## src/rtl/rom_burst_reader.sv

```systemverilog
// Burst sequencer for a 1-cycle-latency ROM, streaming words out through a 2-entry FIFO.
// Optional build macro ROM_READ_CHECKSUM_EN adds csum_o, the XOR of the beats accepted in the current burst.
module rom_burst_reader #(
  parameter int ADDR_W = 3,
  parameter int DATA_W = 8,
  parameter int LEN_W  = 4
) (
  input  logic              clk_pi,
  input  logic              rst_pi,
  input  logic              start_i,
  input  logic [ADDR_W-1:0] base_i,
  input  logic [LEN_W-1:0]  len_i,
  output logic              rom_en_o,
  output logic [ADDR_W-1:0] rom_addr_o,
  input  logic [DATA_W-1:0] rom_data_i,
  output logic              m_valid_o,
  input  logic              m_ready_i,
  output logic [DATA_W-1:0] m_data_o,
  output logic              m_last_o,
  output logic              busy_o,
  output logic              done_o
`ifdef ROM_READ_CHECKSUM_EN
  ,
  output logic [DATA_W-1:0] csum_o
`endif
);

  typedef enum logic [1:0] {
    ST_IDLE,
    ST_BUSY,
    ST_DRAIN,
    ST_DONE
  } state_e;

  localparam logic [LEN_W-1:0] LEN_ONE = LEN_W'(1);

  state_e            state_q, state_d;
  logic [ADDR_W-1:0] base_q, base_d;
  logic [LEN_W-1:0]  len_q, len_d;
  logic [LEN_W-1:0]  issued_q, issued_d;
  logic [LEN_W-1:0]  wr_cnt_q, wr_cnt_d;
  logic              inflight_q, inflight_d;
  logic              rd_ptr_q, rd_ptr_d;
  logic              wr_ptr_q, wr_ptr_d;
  logic [1:0]        cnt_q, cnt_d;
  logic [DATA_W-1:0] fifo_data_q [2];
  logic [DATA_W-1:0] fifo_data_d [2];
  logic              fifo_last_q [2];
  logic              fifo_last_d [2];
`ifdef ROM_READ_CHECKSUM_EN
  logic [DATA_W-1:0] csum_q, csum_d;
`endif

  logic       pop;
  logic       rom_en;
  logic [2:0] occ;

  always_comb begin
    // NOTE: every signal gets a default first so no path leaves a latch behind.
    state_d     = state_q;
    base_d      = base_q;
    len_d       = len_q;
    issued_d    = issued_q;
    wr_cnt_d    = wr_cnt_q;
    rd_ptr_d    = rd_ptr_q;
    wr_ptr_d    = wr_ptr_q;
    cnt_d       = cnt_q;
    fifo_data_d = fifo_data_q;
    fifo_last_d = fifo_last_q;
`ifdef ROM_READ_CHECKSUM_EN
    csum_d      = csum_q;
`endif

    pop = (cnt_q != 2'd0) && m_ready_i;
    // Slots already committed (stored + in flight) once this cycle's pop is accounted for.
    occ = {1'b0, cnt_q} + {2'b00, inflight_q} - {2'b00, pop};
    rom_en = (state_q == ST_BUSY) && (issued_q < len_q) && (occ < 3'd2);
    inflight_d = rom_en;

    rom_en_o   = rom_en;
    rom_addr_o = rom_en ? (base_q + ADDR_W'(issued_q)) : '0;

    if (inflight_q) begin
      fifo_data_d[wr_ptr_q] = rom_data_i;
      fifo_last_d[wr_ptr_q] = (wr_cnt_q == (len_q - LEN_ONE));
      wr_ptr_d              = ~wr_ptr_q;
      wr_cnt_d              = wr_cnt_q + LEN_ONE;
    end
    if (pop) begin
      rd_ptr_d = ~rd_ptr_q;
`ifdef ROM_READ_CHECKSUM_EN
      csum_d   = csum_q ^ fifo_data_q[rd_ptr_q];
`endif
    end
    case ({inflight_q, pop})
      2'b10:   cnt_d = cnt_q + 2'd1;
      2'b01:   cnt_d = cnt_q - 2'd1;
      default: cnt_d = cnt_q;
    endcase

    case (state_q)
      ST_IDLE: begin
        if (start_i) begin
          base_d   = base_i;
          len_d    = len_i;
          issued_d = '0;
          wr_cnt_d = '0;
`ifdef ROM_READ_CHECKSUM_EN
          csum_d   = '0;
`endif
          state_d  = (len_i != '0) ? ST_BUSY : ST_DONE;
        end
      end
      ST_BUSY: begin
        if (rom_en) begin
          issued_d = issued_q + LEN_ONE;
          if ((issued_q + LEN_ONE) == len_q) state_d = ST_DRAIN;
        end
      end
      ST_DRAIN: begin
        if (pop && fifo_last_q[rd_ptr_q]) state_d = ST_DONE;
      end
      ST_DONE: state_d = ST_IDLE;
      default: state_d = ST_IDLE;
    endcase

    m_valid_o = (cnt_q != 2'd0);
    m_data_o  = m_valid_o ? fifo_data_q[rd_ptr_q] : '0;
    m_last_o  = m_valid_o && fifo_last_q[rd_ptr_q];
    busy_o    = (state_q != ST_IDLE);
    done_o    = (state_q == ST_DONE);
  end

  // NOTE: sequential state uses non-blocking assignments only.
  always_ff @(posedge clk_pi) begin
    if (rst_pi) begin
      state_q    <= ST_IDLE;
      base_q     <= '0;
      len_q      <= '0;
      issued_q   <= '0;
      wr_cnt_q   <= '0;
      inflight_q <= 1'b0;
      rd_ptr_q   <= 1'b0;
      wr_ptr_q   <= 1'b0;
      cnt_q      <= 2'd0;
`ifdef ROM_READ_CHECKSUM_EN
      csum_q     <= '0;
`endif
    end else begin
      state_q    <= state_d;
      base_q     <= base_d;
      len_q      <= len_d;
      issued_q   <= issued_d;
      wr_cnt_q   <= wr_cnt_d;
      inflight_q <= inflight_d;
      rd_ptr_q   <= rd_ptr_d;
      wr_ptr_q   <= wr_ptr_d;
      cnt_q      <= cnt_d;
`ifdef ROM_READ_CHECKSUM_EN
      csum_q     <= csum_d;
`endif
    end
  end

  // NOTE: FIFO storage is not reset; the outputs are gated by cnt_q, so stale entries are never seen.
  always_ff @(posedge clk_pi) begin
    fifo_data_q <= fifo_data_d;
    fifo_last_q <= fifo_last_d;
  end

`ifdef ROM_READ_CHECKSUM_EN
  assign csum_o = csum_q;
`endif

  // The issue rule must keep the FIFO from ever being written while full without a pop.
  a_no_overflow: assert property (@(posedge clk_pi) disable iff (rst_pi)
    !(inflight_q && (cnt_q == 2'd2) && !pop));

endmodule

```

## config.mk

```make
export PLATFORM = sky130hd
export DESIGN_NAME = rom_burst_reader
export DESIGN_NICKNAME = d
export VERILOG_FILES = /design/src/rtl/rom_burst_reader.sv
export SDC_FILE = /design/constraint.sdc
export NUM_CORES = 1
export LEC_CHECK = 0
export CORE_ASPECT_RATIO = 1.75
export CORE_UTILIZATION = 40
export CTS_CLUSTER_DIAMETER = 30
export CTS_CLUSTER_SIZE = 28
export DETAILED_ROUTE_END_ITERATION = 8
export PLACE_DENSITY = 0.66
export SYNTH_ARGS = -nofsm -noshare
export SYNTH_HDL_FRONTEND = slang
export SYNTH_SLANG_ARGS = --single-unit
```

## constraint.sdc

```tcl
create_clock -name clk_pi -period 5.66 [get_ports clk_pi]
set_input_delay 0.849 -clock clk_pi [delete_from_list [all_inputs] [get_ports clk_pi]]
set_output_delay 0.849 -clock clk_pi [all_outputs]
set_load 0.05 [all_outputs]
```

==> results.sh, run 1 <==
export IMPL_holdWs_ns=0.4626
export IMPL_min_period_ns=4.813
export IMPL_ys_seq_elements=40
export IMPL_final_period_utilization_pct=85.04
export IMPL_p_per_area_nw_per_um2=321.0
export IMPL_fp_row_count=34
export IMPL_clk_pin_slew_worst_paths_ns=0.08
export IMPL_io_pins=35
export IMPL_critical_path_max_fanout=6
export IMPL_area_growth_pct=22.89
export IMPL_grt_max_degree=21
export IMPL_htreeDepth=2
export IMPL_cp_arrival_ns=3.96
export IMPL_portBuffers=34
export IMPL_gp_congestion=0.8496
export IMPL_diodes=0
export IMPL_synthMuxAreaShare_pct=5.386
export IMPL_synthSimpleGateAreaFrac_pct=16.65
export IMPL_setup_slack_ns=0.8466
export IMPL_synth_warnings=0
export IMPL_antenna_found_initial=0
export IMPL_fmaxAchievable_mhz=207.8
export IMPL_ir_drop_mv=0.2199
export IMPL_setup_viol=0
export IMPL_grt_overflow=0
export IMPL_die_w_um=56.05
export IMPL_tritoncts="yes"
export IMPL_synth_seq_area_share_pct=47.98
export IMPL_clockRootBuffer="clkbuf_8"
export IMPL_yosys_area_top_type="edfxtp_1"
export IMPL_rsz0062_at_grt="false"
export IMPL_synth_cell_type_count=36
export IMPL_status="completed"
export IMPL_syn_area_sq_um=2044
export IMPL_dp_slack_ns=0.8414
export IMPL_worst_setup_path_start_kind="input port"
export IMPL_drv_cap=0
export IMPL_synth_compound_area_share_pct=8.568
export IMPL_coreArea_sq_um=4935
export IMPL_drt_iter0_markers=28
export IMPL_synth_xor_area_share_pct=8.568
export IMPL_hold_buffers=0
export IMPL_remaining_drc_errors=0
export IMPL_clock_skew_ns=0.003366
export IMPL_max_slew_margin_rel_pct=43.64
export IMPL_synth_top_family_by_area="simple AND/OR/NAND/NOR gates"
export IMPL_cts_sinks=40
export IMPL_min_path_type="flop to flop"
export IMPL_first_global_vias=1411
export IMPL_syn_nets=236
export IMPL_grt_pass1_wl_um=6279
export IMPL_wl_um=3820
export IMPL_track_usage_pct=15.17
export IMPL_vias=1512
export IMPL_synth_top_cell_area_share_pct=26.44
export IMPL_synth_fa_ha_area_share_pct=9.302
export IMPL_dpl_hpwl_um=2860
export IMPL_via_per_inst=5.178
export IMPL_post_cts_resized=0
export IMPL_firstDrtPassIters=4
export IMPL_drtAntennaViolNets=0
export IMPL_hold_viol_final=0
export IMPL_initial_core_util_pct=41.43
export IMPL_drive_above_1_share_pct=5.462
export IMPL_finalSetupTns_ns=0
export IMPL_num_nets_final=270
export IMPL_critical_path_required_ns=4.81
export IMPL_cts_buffer_depth=2
export IMPL_cts_setup_buffers=0
export IMPL_synth_avg_cell_area_sq_um=10.07
export IMPL_synth_area_leaders="edfxtp_1 (26%), dfxtp_1 (22%), ha_1 (7.3%), xnor2_1 (5.6%), mux2i_1 (5.4%)"
export IMPL_cts_buffers=5
export IMPL_die_h_um=96.58
export IMPL_drv_slew=0
export IMPL_worst_setup_path_type="input port to output pin"
export IMPL_cellLeakagePower_uw=0.0009215
export IMPL_fillers=487
export IMPL_clk_latency_ns=0.29
export IMPL_postSynthCellCount=203
export IMPL_crit_path_end_kind="output pin"
export IMPL_worstMarginPinSlew_ns=0.8436
export IMPL_wl_per_cell_um=13.08
export IMPL_dieArea_sq_um=5413
layout by cell type (no fill, tap or decap), drive strengths merged, types with 2 or more instances in the layout:
cell type,synthesis,routed
mux2i,11,11
nand2,17,17
o21ai,6,6
clkdlybuf4s50,0,34
nand2b,3,3
and2,3,3
inv,12,12
a22oi,2,2
clkbuf,5,5
a21oi,13,13
clkinv,0,3
xnor2,13,13
nor2,27,27
nor4,2,2
or4,2,2
nor2b,2,2
nand3,10,10
ha,12,12
fa,2,2
xor2,7,7
dfxtp,22,22
edfxtp,18,18
state kept, by name (all words and copies together), names as in the netlist:
register,cells
fifo_data_q,16
issued_q,4
len_q,4
wr_cnt_q,4
base_q,3
cnt_q,2
fifo_last_q,2
state_q,2
inflight_q,1
rd_ptr_q,1
wr_ptr_q,1
logic make-up (layout without fill, tap and decap cells):
logic type,after synthesis,after routing
multiplexers,11,11
adder cells (fa/ha/maj),14,14
XOR/XNOR,20,20
flip-flops,40,40
buffers and inverters,19,54
AND/OR/NAND/NOR,72,72
AO/OA/AOI/OAI,27,27
cell usage after synthesis:
master,count
dfxtp_1,22
nand3_1,10
fa_1,2
or4_4,2
a21oi_2,1
nand2b_1,3
nand2_1,17
nor2_1,27
o22ai_1,1
a22oi_1,2
nor3_1,1
xor2_1,7
or3_1,1
a2111oi_0,1
a21o_1,1
buf_1,1
inv_1,12
ha_1,12
nand3b_1,1
and3_1,1
nor4_1,2
nand4_1,1
clkbuf_1,5
buf_2,1
nor2b_1,2
a21oi_1,12
a31oi_1,1
o311ai_1,1
and2_1,3
o21ai_4,1
mux2i_1,11
a211oi_2,1
xnor2_1,13
o21ai_0,5
edfxtp_1,18
and4_1,1
final timing paths:
| check | startpoint | endpoint | slack (ns) | depth (start not counted) |
|---|---|---|---|---|
| max reg2reg | cnt_q[1] | issued_q[2] | 2.86 | 10 |
| min | base_q[0] | base_q[0] | 0.46 | 2 |
| min reg2reg | base_q[0] | base_q[0] | 0.46 | 2 |
| max | m_ready_i | rom_addr_o[0] | 0.85 | 10 |
cell type report:
class / count / area [sq um] / share of cell area [%]
multi-input combinational: 144 / 991.0 / 39.44
sequential: 40 / 980.9 / 39.04
timing repair buffer: 34 / 340.3 / 13.55
clock buffer: 5 / 68.82 / 2.739
tap: 54 / 67.56 / 2.689
inverter: 12 / 45.04 / 1.793
clock inverter: 3 / 18.77 / 0.7470
layer usage:
layer	up-vias	share of wire, %	track usage (%)
li1	762	-	-
met2	37	56	30.26
met1	708	38	13.87
met5	-	0	0
met3	5	3.9	3.462
met4	0	2.1	8.333
worst max-delay path: stages:
cell and delay [ns]:
clkdlybuf4s50_1 0.50, and3_1 0.21, a21o_1 0.12, nand2_1 0.07
fa_1 0.39, xor2_1 0.15, or4_4 0.54, inv_1 0.18
and2_1 0.14, clkdlybuf4s50_1 0.80
power by group:
group | internal [uW] | switching (uW) | total (uW)
logic | 108 | 164 | 272
registers | 326 | 23.8 | 349
clock network | 85.8 | 99.6 | 185
stage by stage:
stage / utilization [%] / instance area (sq um) / total power (uW) / cells
global placement: 49.14 / 2425 / 630.2 / 284
detailed placement: 49.14 / 2425 / 632.2 / 284
global route: 50.91 / 2512 / 860.7 / 292
CTS: 50.91 / 2512 / 817.6 / 292
floorplan: - / 2044 / 557.4 / 203
finish: 50.91 / 2512 / 806.4 / 292
Note: power is estimated with default switching activity, not from simulation.
==> run 2: changes to the inputs <==
Settings changed: CTS_CLUSTER_SIZE 28 to default.
==> results of run 2 <==
No change in the layout: final DEF, timing and power equal those of run 1.
==> run 3: changes to the inputs <==
Settings changed: MAX_ROUTING_LAYER from default to met4.
==> run 3 against run 2 <==
Against the previous run: die area is the same; maximum frequency down 0.18%; sequential cell count is the same.
==> results.sh, run 3 (synthesis gave the netlist of run 1 again) <==
export IMPL_finalSetupTns_ns=0
export IMPL_comb_power_share_pct=33.8
export IMPL_final_util_pct=50.91
export IMPL_min_path_type="flop to flop"
export IMPL_layout_commonest_cell="clkdlybuf4s50_1"
export IMPL_post_cts_resized=0
export IMPL_firstDrtPassIters=4
export IMPL_p_sw_uw=287.5
export IMPL_min_period_ns=4.822
export IMPL_tritoncts="yes"
export IMPL_num_nets_final=270
export IMPL_p_sw_share_pct=35.65
export IMPL_status="completed"
export IMPL_wl_um=3821
export IMPL_initial_core_util_pct=41.43
export IMPL_grt_overflow=0
export IMPL_holdCritStartpoint="base_q[0]"
export IMPL_clk_latency_ns=0.29
export IMPL_critical_path_required_ns=4.81
export IMPL_p_per_area_nw_per_um2=321.0
export IMPL_setup_viol=0
export IMPL_drv_cap=0
export IMPL_track_usage_pct=15.61
export IMPL_clk_pin_slew_worst_paths_ns=0.07
export IMPL_cts_buffer_depth=2
export IMPL_vias=1512
export IMPL_htreeDepth=2
export IMPL_portBuffers=34
export IMPL_cp_arrival_ns=3.97
export IMPL_seqPwrFrac_pct=43.3
export IMPL_drv_slew=0
export IMPL_dpl_hpwl_um=2860
export IMPL_hold_buffers=0
export IMPL_remaining_drc_errors=0
export IMPL_crit_path_end_kind="output pin"
export IMPL_drive_above_1_share_pct=5.462
export IMPL_worst_setup_path_type="input port to output pin"
export IMPL_clock_skew_ns=0.003759
export IMPL_clockRootBuffer="clkbuf_8"
export IMPL_multi_input_area_sq_um=991.0
export IMPL_gp_congestion=0.8630
export IMPL_instances_no_fill=292
export IMPL_hold_viol_final=0
export IMPL_fmaxAchievable_mhz=207.4
export IMPL_p_int_uw=519.0
export IMPL_die_w_um=56.05
export IMPL_final_period_utilization_pct=85.20
export IMPL_die_h_um=96.58
export IMPL_fillers=487
export IMPL_max_slew_margin_rel_pct=43.64
export IMPL_via_per_inst=5.178
export IMPL_rsz0062_at_grt="false"
export IMPL_first_global_vias=1411
export IMPL_critical_path_max_fanout=6
export IMPL_fp_row_count=34
export IMPL_rr_startpoint="cnt_q[1]"
export IMPL_startpoint="m_ready_i"
export IMPL_worstMarginPinSlew_ns=0.8436
export IMPL_largest_register="fifo_data_q"
export IMPL_p_clk_share_pct=22.9
export IMPL_cellLeakagePower_uw=0.0009215
export IMPL_drtAntennaViolNets=0
export IMPL_wl_per_cell_um=13.09
export IMPL_io_pins=35
export IMPL_dieArea_sq_um=5413
export IMPL_ir_drop_mv=0.2174
export IMPL_worst_setup_path_start_kind="input port"
export IMPL_drt_iter0_markers=30
export IMPL_place_inst=284
export IMPL_cts_buffers=5
export IMPL_regArea_sq_um=980.9
export IMPL_cts_sinks=40
export IMPL_coreArea_sq_um=4935
export IMPL_grt_max_degree=21
export IMPL_largest_reg_flops=16
export IMPL_antenna_found_initial=0
export IMPL_layout_common_cells="clkdlybuf4s50_1 (34), nor2_1 (27), dfxtp_1 (22), edfxtp_1 (18), nand2_1 (17)"
export IMPL_cts_setup_buffers=0
export IMPL_diodes=0
export IMPL_grt_pass1_wl_um=6272
export IMPL_area_growth_pct=22.89
[run 3: critical path: stages]
cell             delay [ns]
clkdlybuf4s50_1        0.50
and3_1                 0.21
a21o_1                 0.12
nand2_1                0.07
fa_1                   0.39
xor2_1                 0.15
or4_4                  0.54
inv_1                  0.19
and2_1                 0.15
clkdlybuf4s50_1        0.80
[run 3: power groups by stage]
| stage | logic [uW] | clock network, uW | registers [uW] |
|---|---|---|---|
| 2_1_floorplan | 210 | 0 | 348 |
| 3_3_place_gp | 274 | 0 | 356 |
| 3_5_place_dp | 276 | 0 | 357 |
| 4_1_cts | 276 | 191 | 350 |
| 5_1_grt | 303 | 204 | 354 |
| 6_report | 273 | 184 | 349 |
[run 3: final timing paths]
path	end	slack (ns)	cells after the start
max	rom_addr_o[0]	0.84	10
min	base_q[0]	0.46	2
max reg2reg	issued_q[2]	2.84	10
min reg2reg	base_q[0]	0.46	2
[run 3: layer usage]
layer,track usage (%),vias up,wire length (um)
met5,-,-,0
met2,30.26,34,2159
met1,13.87,711,1438
li1,-,762,-
met4,8.333,0,80
met3,3.462,5,143
[run 3: layout make-up]
cell class	count	area share [%]
Timing Repair Buffer	34	13.55
Sequential cell	40	39.04
Clock inverter	3	0.7470
Clock buffer	5	2.739
Tap cell	54	2.689
Inverter	12	1.793
Multi-Input combinational cell	144	39.44
[run 3: per-stage QoR]
| stage | setup slack (ns) | total power [uW] | area (sq um) | hold slack (ns) |
|---|---|---|---|---|
| after floorplan | 1.626 | 557.4 | 2044 | 0.4406 |
| after global placement | 0.8828 | 630.2 | 2425 | 0.4540 |
| after detailed placement | 0.8414 | 632.2 | 2425 | 0.4528 |
| after CTS | 0.8366 | 817.6 | 2512 | 0.4655 |
| after global routing | 0.7082 | 860.7 | 2512 | 0.5027 |
| final | 0.8378 | 806.6 | 2512 | 0.4620 |
